--- config.mk ---
export PLATFORM = sky130hd
export DESIGN_NAME = da_accum_param
export DESIGN_NICKNAME = d
export VERILOG_FILES = /design/src/rtl/da_accum_param_pkg.sv /design/src/rtl/da_adder_tree.sv /design/src/rtl/da_accum_param.sv
export SDC_FILE = /design/constraint.sdc
export NUM_CORES = 1
export LEC_CHECK = 0
export CORE_MARGIN = 1.5
export CORE_UTILIZATION = 52
export DETAILED_ROUTE_END_ITERATION = 16
export PLACE_DENSITY = 0.94
export SETUP_SLACK_MARGIN = 0.1
export SLEW_MARGIN = 20
export SYNTH_ARGS = -nofsm -noshare
export SYNTH_HDL_FRONTEND = slang
export SYNTH_SLANG_ARGS = --single-unit
--- constraint.sdc ---
create_clock -name clk3 -period 9.3 [get_ports clk3]
set_input_delay 0.93 -clock clk3 [delete_from_list [all_inputs] [get_ports clk3]]
set_output_delay 0.93 -clock clk3 [all_outputs]
set_load 0.02 [all_outputs]
--- src/rtl/da_accum_param_pkg.sv ---
// Shared defaults and helpers for the distributed-arithmetic accumulator.
//   DEF_* : default parameter values used by da_accum_param / da_adder_tree
//   clog2 : ceiling log2, returns 0 for inputs 0 and 1
package da_accum_param_pkg;

    localparam int unsigned DEF_NUM_LUT = 8;
    localparam int unsigned DEF_LUT_W   = 32;
    localparam int unsigned DEF_BITS    = 8;
    localparam int unsigned DEF_ACC_W   = 32;
    localparam int unsigned DEF_SIGNED  = 1;

    function automatic int unsigned clog2(input int unsigned v);
        int unsigned r;
        int unsigned x;
        r = 0;
        x = (v > 0) ? v - 1 : 0;
        while (x > 0) begin
            r = r + 1;
            x = x >> 1;
        end
        return r;
    endfunction

endpackage

--- src/rtl/da_adder_tree.sv ---
// Combinational signed sum of NUM_LUT partial products.
//   lut_out : NUM_LUT concatenated two's-complement words, LUT k at [k*LUT_W +: LUT_W]
//   tree_s  : signed sum, wide enough that it never overflows
module da_adder_tree
    import da_accum_param_pkg::*;
#(
    parameter  int unsigned NUM_LUT = DEF_NUM_LUT,
    parameter  int unsigned LUT_W   = DEF_LUT_W,
    localparam int unsigned TREE_W  = LUT_W + clog2(NUM_LUT)
) (
    input  logic [NUM_LUT*LUT_W-1:0] lut_out,
    output logic [TREE_W-1:0]        tree_s
);

    // Each word is sign-extended to the full tree width before summing.
    always_comb begin
        tree_s = '0;
        for (int k = 0; k < int'(NUM_LUT); k++) begin
            tree_s = tree_s + TREE_W'($signed(lut_out[k*LUT_W +: LUT_W]));
        end
    end

endmodule

--- src/rtl/da_accum_param.sv ---
// Bit-serial distributed-arithmetic shift-accumulator, MSB first.
//   clk3      : clock, rising edge
//   reset     : synchronous active-high reset (highest priority)
//   clear     : synchronous frame abort, sum is kept
//   in_valid  : lut_out holds partial products for bit bit_sel
//   lut_out   : NUM_LUT concatenated LUT outputs
//   bit_sel   : sample bit expected next (BITS-1 down to 0)
//   busy      : a frame is partially accumulated
//   sum       : last completed frame result
//   out_valid : one-cycle pulse when sum updates
module da_accum_param
    import da_accum_param_pkg::*;
#(
    parameter  int unsigned NUM_LUT = DEF_NUM_LUT,
    parameter  int unsigned LUT_W   = DEF_LUT_W,
    parameter  int unsigned BITS    = DEF_BITS,
    parameter  int unsigned ACC_W   = DEF_ACC_W,
    parameter  int unsigned SIGNED  = DEF_SIGNED,
    localparam int unsigned CNT_W   = (clog2(BITS) > 0) ? clog2(BITS) : 1,
    localparam int unsigned TREE_W  = LUT_W + clog2(NUM_LUT)
) (
    input  logic                     clk3,
    input  logic                     reset,
    input  logic                     clear,
    input  logic                     in_valid,
    input  logic [NUM_LUT*LUT_W-1:0] lut_out,
    output logic [CNT_W-1:0]         bit_sel,
    output logic                     busy,
    output logic [ACC_W-1:0]         sum,
    output logic                     out_valid
);

    localparam logic [CNT_W-1:0] MSB_IDX = CNT_W'(BITS - 1);

    logic [TREE_W-1:0] tree_s;
    logic [ACC_W-1:0]  s_acc;
    logic [ACC_W-1:0]  acc_step;
    logic              first_bit;
    logic              last_bit;

    logic [CNT_W-1:0]  bit_sel_q, bit_sel_d;
    logic [ACC_W-1:0]  acc_q,     acc_d;
    logic [ACC_W-1:0]  sum_q,     sum_d;
    logic              valid_q,   valid_d;
    logic              busy_q,    busy_d;

    da_adder_tree #(
        .NUM_LUT (NUM_LUT),
        .LUT_W   (LUT_W)
    ) u_tree (
        .lut_out (lut_out),
        .tree_s  (tree_s)
    );

    // Size cast sign-extends or truncates the tree sum to the accumulator width.
    assign s_acc = ACC_W'($signed(tree_s));

    // MSB restarts the accumulator; its weight is negative for signed samples.
    always_comb begin
        first_bit = (bit_sel_q == MSB_IDX);
        last_bit  = (bit_sel_q == '0);
        if (first_bit) begin
            acc_step = (SIGNED != 0) ? (ACC_W'(0) - s_acc) : s_acc;
        end else begin
            acc_step = (acc_q << 1) + s_acc;
        end
    end

    // Next-state: clear beats in_valid; stalls hold everything.
    always_comb begin
        bit_sel_d = bit_sel_q;
        acc_d     = acc_q;
        sum_d     = sum_q;
        valid_d   = 1'b0;
        if (clear) begin
            bit_sel_d = MSB_IDX;
            acc_d     = '0;
        end else if (in_valid) begin
            acc_d = acc_step;
            if (last_bit) begin
                bit_sel_d = MSB_IDX;
                sum_d     = acc_step;
                valid_d   = 1'b1;
            end else begin
                bit_sel_d = bit_sel_q - CNT_W'(1);
            end
        end
        busy_d = (bit_sel_d != MSB_IDX);
    end

    always_ff @(posedge clk3) begin
        if (reset) begin
            bit_sel_q <= MSB_IDX;
            acc_q     <= '0;
            sum_q     <= '0;
            valid_q   <= 1'b0;
            busy_q    <= 1'b0;
        end else begin
            bit_sel_q <= bit_sel_d;
            acc_q     <= acc_d;
            sum_q     <= sum_d;
            valid_q   <= valid_d;
            busy_q    <= busy_d;
        end
    end

    assign bit_sel   = bit_sel_q;
    assign busy      = busy_q;
    assign sum       = sum_q;
    assign out_valid = valid_q;

endmodule
==> metrics.csv, run 1 <==
stage,metric,value,unit
yosys,mappedNetlistNets,1974,
timing,rsz0062_at_grt,false,
timing,maximum_clock_rate,122,MHz
worst_setup_path,arrival,8420,ps
die,floorplan.initialDensity,0.529,
worst_setup_path,worst_path_most_repeated_cell,fa_1,
clock_network,ctsResizeCount,0,
worst_setup_path,worst_setup_path_start_kind,input pin,
timing,fin_clk_skew,4.08,ps
yosys,synth.avg_cell_area,8.19,sq um
layout,layout.nets,2240,
yosys,synth-main-ff-cell,dfxtp_1,
drt,dr.first_iter.drc_count,600,
min_path,timing.hold.worst_endpoint,sum[0],
yosys,syn_inst,1460,
min_path,worstHoldStart,sum[0],
yosys,synth_sequential_area_ratio,0.114,
timing,period_utilisation_layout,0.883,
yosys,synth_largest_type_area_fraction,0.308,
worst_setup_path,r2r-end,acc_q[26],
drt,route.layer.met1.wl,11.4,mm
drt,top_layer_used,met4,
drt,routed-wl-met3,1.93,mm
grt,grt_pass1_vias,11700,
die,number_of_placement_rows,55,
worst_setup_path,cp_max_fo,6,
clock_network,clock_insertion_delay_worst_skew,330,ps
grt,largest_net_degree_at_the_start_of_global_routing,72,
yosys,synth_cell_type_count,78,
layout,area_delta_synth_final,28.7,%
yosys,ys_warn_count,0,
yosys,synth-edff-count,0,
timing,fin_crit,8210,ps
yosys,postSynthRegisterBits,68,
worst_setup_path,worstReg2RegStart,acc_q[1],
worst_setup_path,max_stage_delay_on_crit_path,610,ps
clock_network,h-tree-depth,3,
timing,final_report_max_slew_violation_count,0,
grt,antenna_violations_before_repair,0,
clock_network,clock_sinks,68,
die,fp.coreArea,22600,sq um
place,place.detailed.hpwl,26.7,mm
drt,routed_wirelength,31.1,mm
min_path,worst_hold_path.num_cells,2,
grt,overflow,0,
worst_setup_path,crit_path_slowest_cell,a311oi_1,
timing,final_layout_worst_hold_slack,463,ps
timing,setup_viol,0,
timing,setup-tns-final,0,ps
timing,timing_worst_slew_pin_value,926,ps
worst_setup_path,r2r_slack,5740,ps
clock_network,post-cts-setup-buffers,0,
clock_network,cts.clk_slew.worst_paths,60,ps
die,floorplan.die.width,155,um
drt,vias,11100,
worst_setup_path,crit_buf_inv,5,
die,floorplan.io_pins,297,
yosys,synth.area.top_cells,"fa_1, dfxtp_1, inv_1",
worst_setup_path,cp_endpoint_kind,register,
drt,dr_wl_met2,16.6,mm
clock_network,cts_tree,built,
drt,avgViaCountPerCell,5.49,
yosys,cell_type_with_the_highest_aggregate_area_in_the_netlist,fa_1,
drt,antenna_violating_nets_post_route,0,
run_status,outcome,completed,
clock_network,ctsLongestPathBuffers,2,
place,io_buffer_count,296,
grt,grtUsageTotal,0.269,
worst_setup_path,setup.worst_path.class,in -> reg,
clock_network,numCtsBuffers,9,
timing,max-slew-margin-rel,0.367,
drt,routedWlPerCell,15.4,um
drt,drt_first_pass_iters,7,
die,floorplan.die_area,23900,sq um
die,die_height,155,um
grt,grt_pass1_wl,52.5,mm
place,place.gp.congestion,0.917,
worst_setup_path,worstPathRequired,9510,ps
clock_network,cts_root_buf,clkbuf_16,
job,timing.max_cap.violations,0,
worst_setup_path,reg2regPathDepth,11,
clock_network,cts_hold_buf,0,
worst_setup_path,cpLargestDelayFamily,adder cells,
yosys,synth-async-reset-ratio,0,
timing,finalHoldViolCount,0,
yosys,post_synth_instance_area,12000,sq um
min_path,holdCritPathClass,reg -> reg,
drt,drcViolationCount,0,
layout,drive_above_1_share,0.0289,
layout,antenna_cells,0,
-- worst register-to-register path: stages, from the launching register on --
cell      delay (ps)
dfxtp_1          400
ha_1             270
a211oi_1         400
o211ai_1         210
a41oi_1          370
a21oi_1          220
a311oi_1         560
o31ai_1          230
o41ai_1          330
mux2i_1          130
a31oi_1          200
a21oi_1          100
-- final cells by class --
| class | count | area (sq um) |
|---|---|---|
| Inverter | 363 | 1360 |
| Fill cell | 1793 | 7190 |
| Tap cell | 285 | 357 |
| Clock buffer | 14 | 254 |
| Sequential cell | 68 | 1360 |
| Multi-Input combinational cell | 985 | 9060 |
| Clock inverter | 2 | 10.0 |
| Timing Repair Buffer | 299 | 2980 |
-- flip-flops by register name, indices dropped and copies added, names as in the netlist --
name and count:
bit_sel 3, sum 32, acc_q 31, out_valid 1
busy 1
-- cell usage in the layout (no fill, tap or decap), drive strengths merged, types with 14 or more instances in the layout --
cell type,count
a211oi,53
a21o,28
a21oi,93
clkbuf,14
clkdlybuf4s50,295
dfxtp,68
fa,184
ha,70
inv,363
nand2,73
nand3,19
nor2,114
nor3,27
o21ai,60
xnor2,46
xor2,25
-- cells by family (layout without fill, tap and decap cells) --
family                   Yosys count  in the layout  synth area share
AND/OR/NAND/NOR                  324            324             0.131
flip-flops                        68             68             0.114
AO/OA/AOI/OAI                    326            326             0.181
buffers and inverters            407            678             0.129
adder cells (fa/ha/maj)          254            254             0.381
multiplexers                       9              9           0.00775
XOR/XNOR                          72             72            0.0552
-- synth_stat cells, drive strengths merged (3+ instances only) --
cell,number
a211o,3
buf,6
nor2,114
xnor2,46
a31oi,12
nor3b,4
dfxtp,68
a22oi,3
a21boi,4
o211ai,5
nand4,12
a21o,28
a211oi,53
ha,70
o21bai,7
o21a,13
and4,4
xor2,25
a311oi,3
a41oi,3
or3,10
inv,363
clkbuf,38
a21oi,93
nor3,27
nand2,73
or2,7
mux2i,7
nand2b,5
a2111oi,7
o211a,6
or4,4
and2,13
fa,184
nor4,7
nand3,19
nand3b,5
o31ai,6
and3,11
o21ai,60
-- layer usage --
metal  vias up  track usage
met2       449        0.525
met5         -            0
met4         0       0.0989
li1       5249            -
met1      5279        0.291
met3       100       0.0406
-- per-stage QoR --
step	instances	setup slack (ps)	instance area [sq um]	util
final	2016	1090	15400	0.682
after detailed placement	2000	779	15100	0.670
after global placement	2000	1040	15100	0.670
after floorplan	1460	1970	12000	-
after global routing	2016	667	15400	0.682
after CTS	2016	1110	15400	0.681
-- worst max-delay path by stage --
stage	start	end	slack, ps	depth (start not counted)
6_report	lut_out[2]	sum[31]	1090	26
3_3_place_gp	lut_out[2]	sum[31]	1040	26
3_5_place_dp	lut_out[2]	sum[31]	780	26
5_1_grt	lut_out[2]	sum[31]	670	26
4_1_cts	lut_out[2]	sum[31]	1110	26
2_1_floorplan	lut_out[2]	sum[31]	1970	25
Power of run 1 is not shown: default switching activity piles up to over one toggle a cycle in this logic, so the estimate is an artifact.
==> run 2: changes to the inputs <==
==> constraint.sdc (replaced) <==
create_clock -name clk3 -period 8.1 [get_ports clk3]
set_input_delay 0.81 -clock clk3 [delete_from_list [all_inputs] [get_ports clk3]]
set_output_delay 0.81 -clock clk3 [all_outputs]
set_load 0.02 [all_outputs]
==> metrics.csv, run 2 (synthesized netlist as in run 1, its figures left out) <==
stage,metric,value,unit,change
worst_setup_path,worst_path_cell_trace,clkdlybuf4s50_1 -> inv_1 -> fa_1 -> inv_1 -> fa_1 -> fa_1 -> inv_1 -> fa_1 -> inv_1 -> ha_1 -> o21ai_1 -> or4b_2 -> nand4_1 -> ha_1 -> a211oi_1 -> o211ai_1 -> a41oi_1 -> a21oi_1 -> a311oi_1 -> o31ai_1 -> o41ai_1 -> mux2i_1 -> a31oi_1 -> a21oi_1,,
die,floorplan.io_pins,297,,unchanged
grt,grt_pass1_vias,11700,,+0.060%
die,fp.coreArea,22600,sq um,unchanged
worst_setup_path,worstPathRequired,8290,ps,-1220 ps
layout,antenna_cells,0,,unchanged
timing,period_utilisation_layout,0.939,,
timing,final_report_max_slew_violation_count,0,,unchanged
worst_setup_path,crit_buf_inv,5,,unchanged
place,dp_slack,1.59,ps,-777 ps
drt,drcViolationCount,0,,unchanged
place,place.gp.congestion,0.935,,+2.0%
layout,layout.cells.most_common,inv_1,,
place,place.detailed.hpwl,27.0,mm,+1.2%
worst_setup_path,max_stage_delay_on_crit_path,640,ps,+30 ps
worst_setup_path,worst_setup_path_start_kind,input pin,,
layout,finish.cell_count_without_fillers,2027,,+0.55%
die,floorplan.die.width,155,um,unchanged
clock_network,cts_tree,built,,
grt,grtUsageTotal,0.266,,-0.00293
drt,routed_wirelength,31.0,mm,-0.29%
clock_network,cts.clk_slew.worst_paths,60,ps,about the same
clock_network,cts_root_buf,clkbuf_16,,
timing,maximum_clock_rate,132,MHz,
layout,layout.cells.most_common_list,"inv_1, clkdlybuf4s50_1, fa_1, nor2_1, a21oi_1",,
drt,dr.first_iter.drc_count,494,,-18%
timing,finalHoldViolCount,0,,unchanged
die,floorplan.die_area,23900,sq um,unchanged
clock_network,clock_insertion_delay_worst_skew,340,ps,about the same
timing,max-slew-margin-rel,0.268,,-0.0981
timing,rsz0062_at_grt,false,,
clock_network,numCtsBuffers,9,,unchanged
worst_setup_path,cp_max_fo,5,,-1
layout,largest_reg_flops,32,,unchanged
timing,fin_ws,497,ps,-594 ps
drt,drt_first_pass_iters,6,,-1
drt,routedWlPerCell,15.3,um,-0.83%
die,number_of_placement_rows,55,,unchanged
timing,fin_crit,7600,ps,
place,io_buffer_count,296,,unchanged
timing,fin_clk_skew,5.96,ps,+1.89 ps
die,floorplan.initialDensity,0.529,,unchanged
timing,setup-tns-final,0,ps,unchanged
grt,grt_pass1_wl,51.8,mm,-1.4%
run_status,outcome,completed,,
timing,final_layout_worst_hold_slack,465,ps,+1.65 ps
worst_setup_path,arrival,7790,ps,-630 ps
grt,overflow,0,,unchanged
layout,layout.nets,2251,,+0.49%
grt,largest_net_degree_at_the_start_of_global_routing,72,,unchanged
timing,timing_worst_slew_pin_value,1090,ps,+167 ps
drt,antenna_violating_nets_post_route,0,,unchanged
worst_setup_path,crit_path_slowest_cell,or4b_2,,
die,die_height,155,um,unchanged
worst_setup_path,cpLargestDelayFamily,adder cells,,
clock_network,h-tree-depth,3,,unchanged
job,timing.max_cap.violations,0,,unchanged
timing,setup_viol,0,,unchanged
drt,avgViaCountPerCell,5.38,,-2.1%
worst_setup_path,r2r_slack,4680,ps,-1060 ps
worst_setup_path,cp_endpoint_kind,register,,
grt,antenna_violations_before_repair,0,,unchanged
drt,vias,10900,,-1.6%
worst_setup_path,setup.worst_path.class,in -> reg,,
layout,drive_above_1_share,0.0373,,+0.00843
layout,area_delta_synth_final,29.7,%,
clock_network,ctsLongestPathBuffers,2,,unchanged
place,placed_cells,2010,,+0.50%
min_path,holdCritPathClass,reg -> reg,,
clock_network,clock_sinks,68,,unchanged
## run 2: worst paths after layout
check,from,to,depth (start not counted)
worst min register to register,sum[0],sum[0],2
worst max register to register,acc_q[1],acc_q[26],11
worst min-delay path,sum[0],sum[0],2
worst max-delay path,lut_out[4],acc_q[26],24
## run 2: what timing repair did
action / 4_1_cts / 5_1_grt
setup endpoints to repair: 0 / 7
buffers inserted: 0 / 1
hold buffers: 0 / 0
resized for setup: 0 / 9
## run 2: worst reg2reg max path: cells and delay by family (launching register included)
kind,cells,cell delay [ps]
compound gates,9,2460
fa+ha+maj,1,270
flops,1,400
mux,1,130
## run 2: metrics by stage
step | utilization | cell area [sq um]
finish | 0.687 | 15500
CTS | 0.684 | 15400
global placement | 0.673 | 15200
floorplan | - | 12000
detailed placement | 0.673 | 15200
global route | 0.687 | 15500
## run 2: cell type report
class | instances | area (sq um)
Clock buffer | 12 | 236
Clock inverter | 4 | 26.3
Fill cell | 1792 | 7070
Inverter | 363 | 1360
Multi-Input combinational cell | 985 | 9090
Sequential cell | 68 | 1360
Tap cell | 285 | 357
Timing Repair Buffer | 310 | 3070
## run 2: layer usage
| metal | GRT usage | up-vias | wire [um] |
|---|---|---|---|
| met5 | 0 | - | 0 |
| met4 | 0.102 | 0 | 1170 |
| met3 | 0.0454 | 92 | 1780 |
| met2 | 0.524 | 396 | 16600 |
| met1 | 0.279 | 5153 | 11400 |
| li1 | - | 5260 | - |
Power of run 2 is left out for the same reason.
==> run 3: changes to the inputs <==
--- a/config.mk
+++ b/config.mk
@@ -7,6 +7,7 @@
 export LEC_CHECK = 0
 export CORE_MARGIN = 1.5
 export CORE_UTILIZATION = 52
+export CTS_CLUSTER_SIZE = 14
 export DETAILED_ROUTE_END_ITERATION = 16
 export PLACE_DENSITY = 0.94
 export SETUP_SLACK_MARGIN = 0.1
==> results of run 3 <==
Same layout as run 2: the final DEF is identical, and so are final timing and power.
Power of run 3 is left out for the same reason.
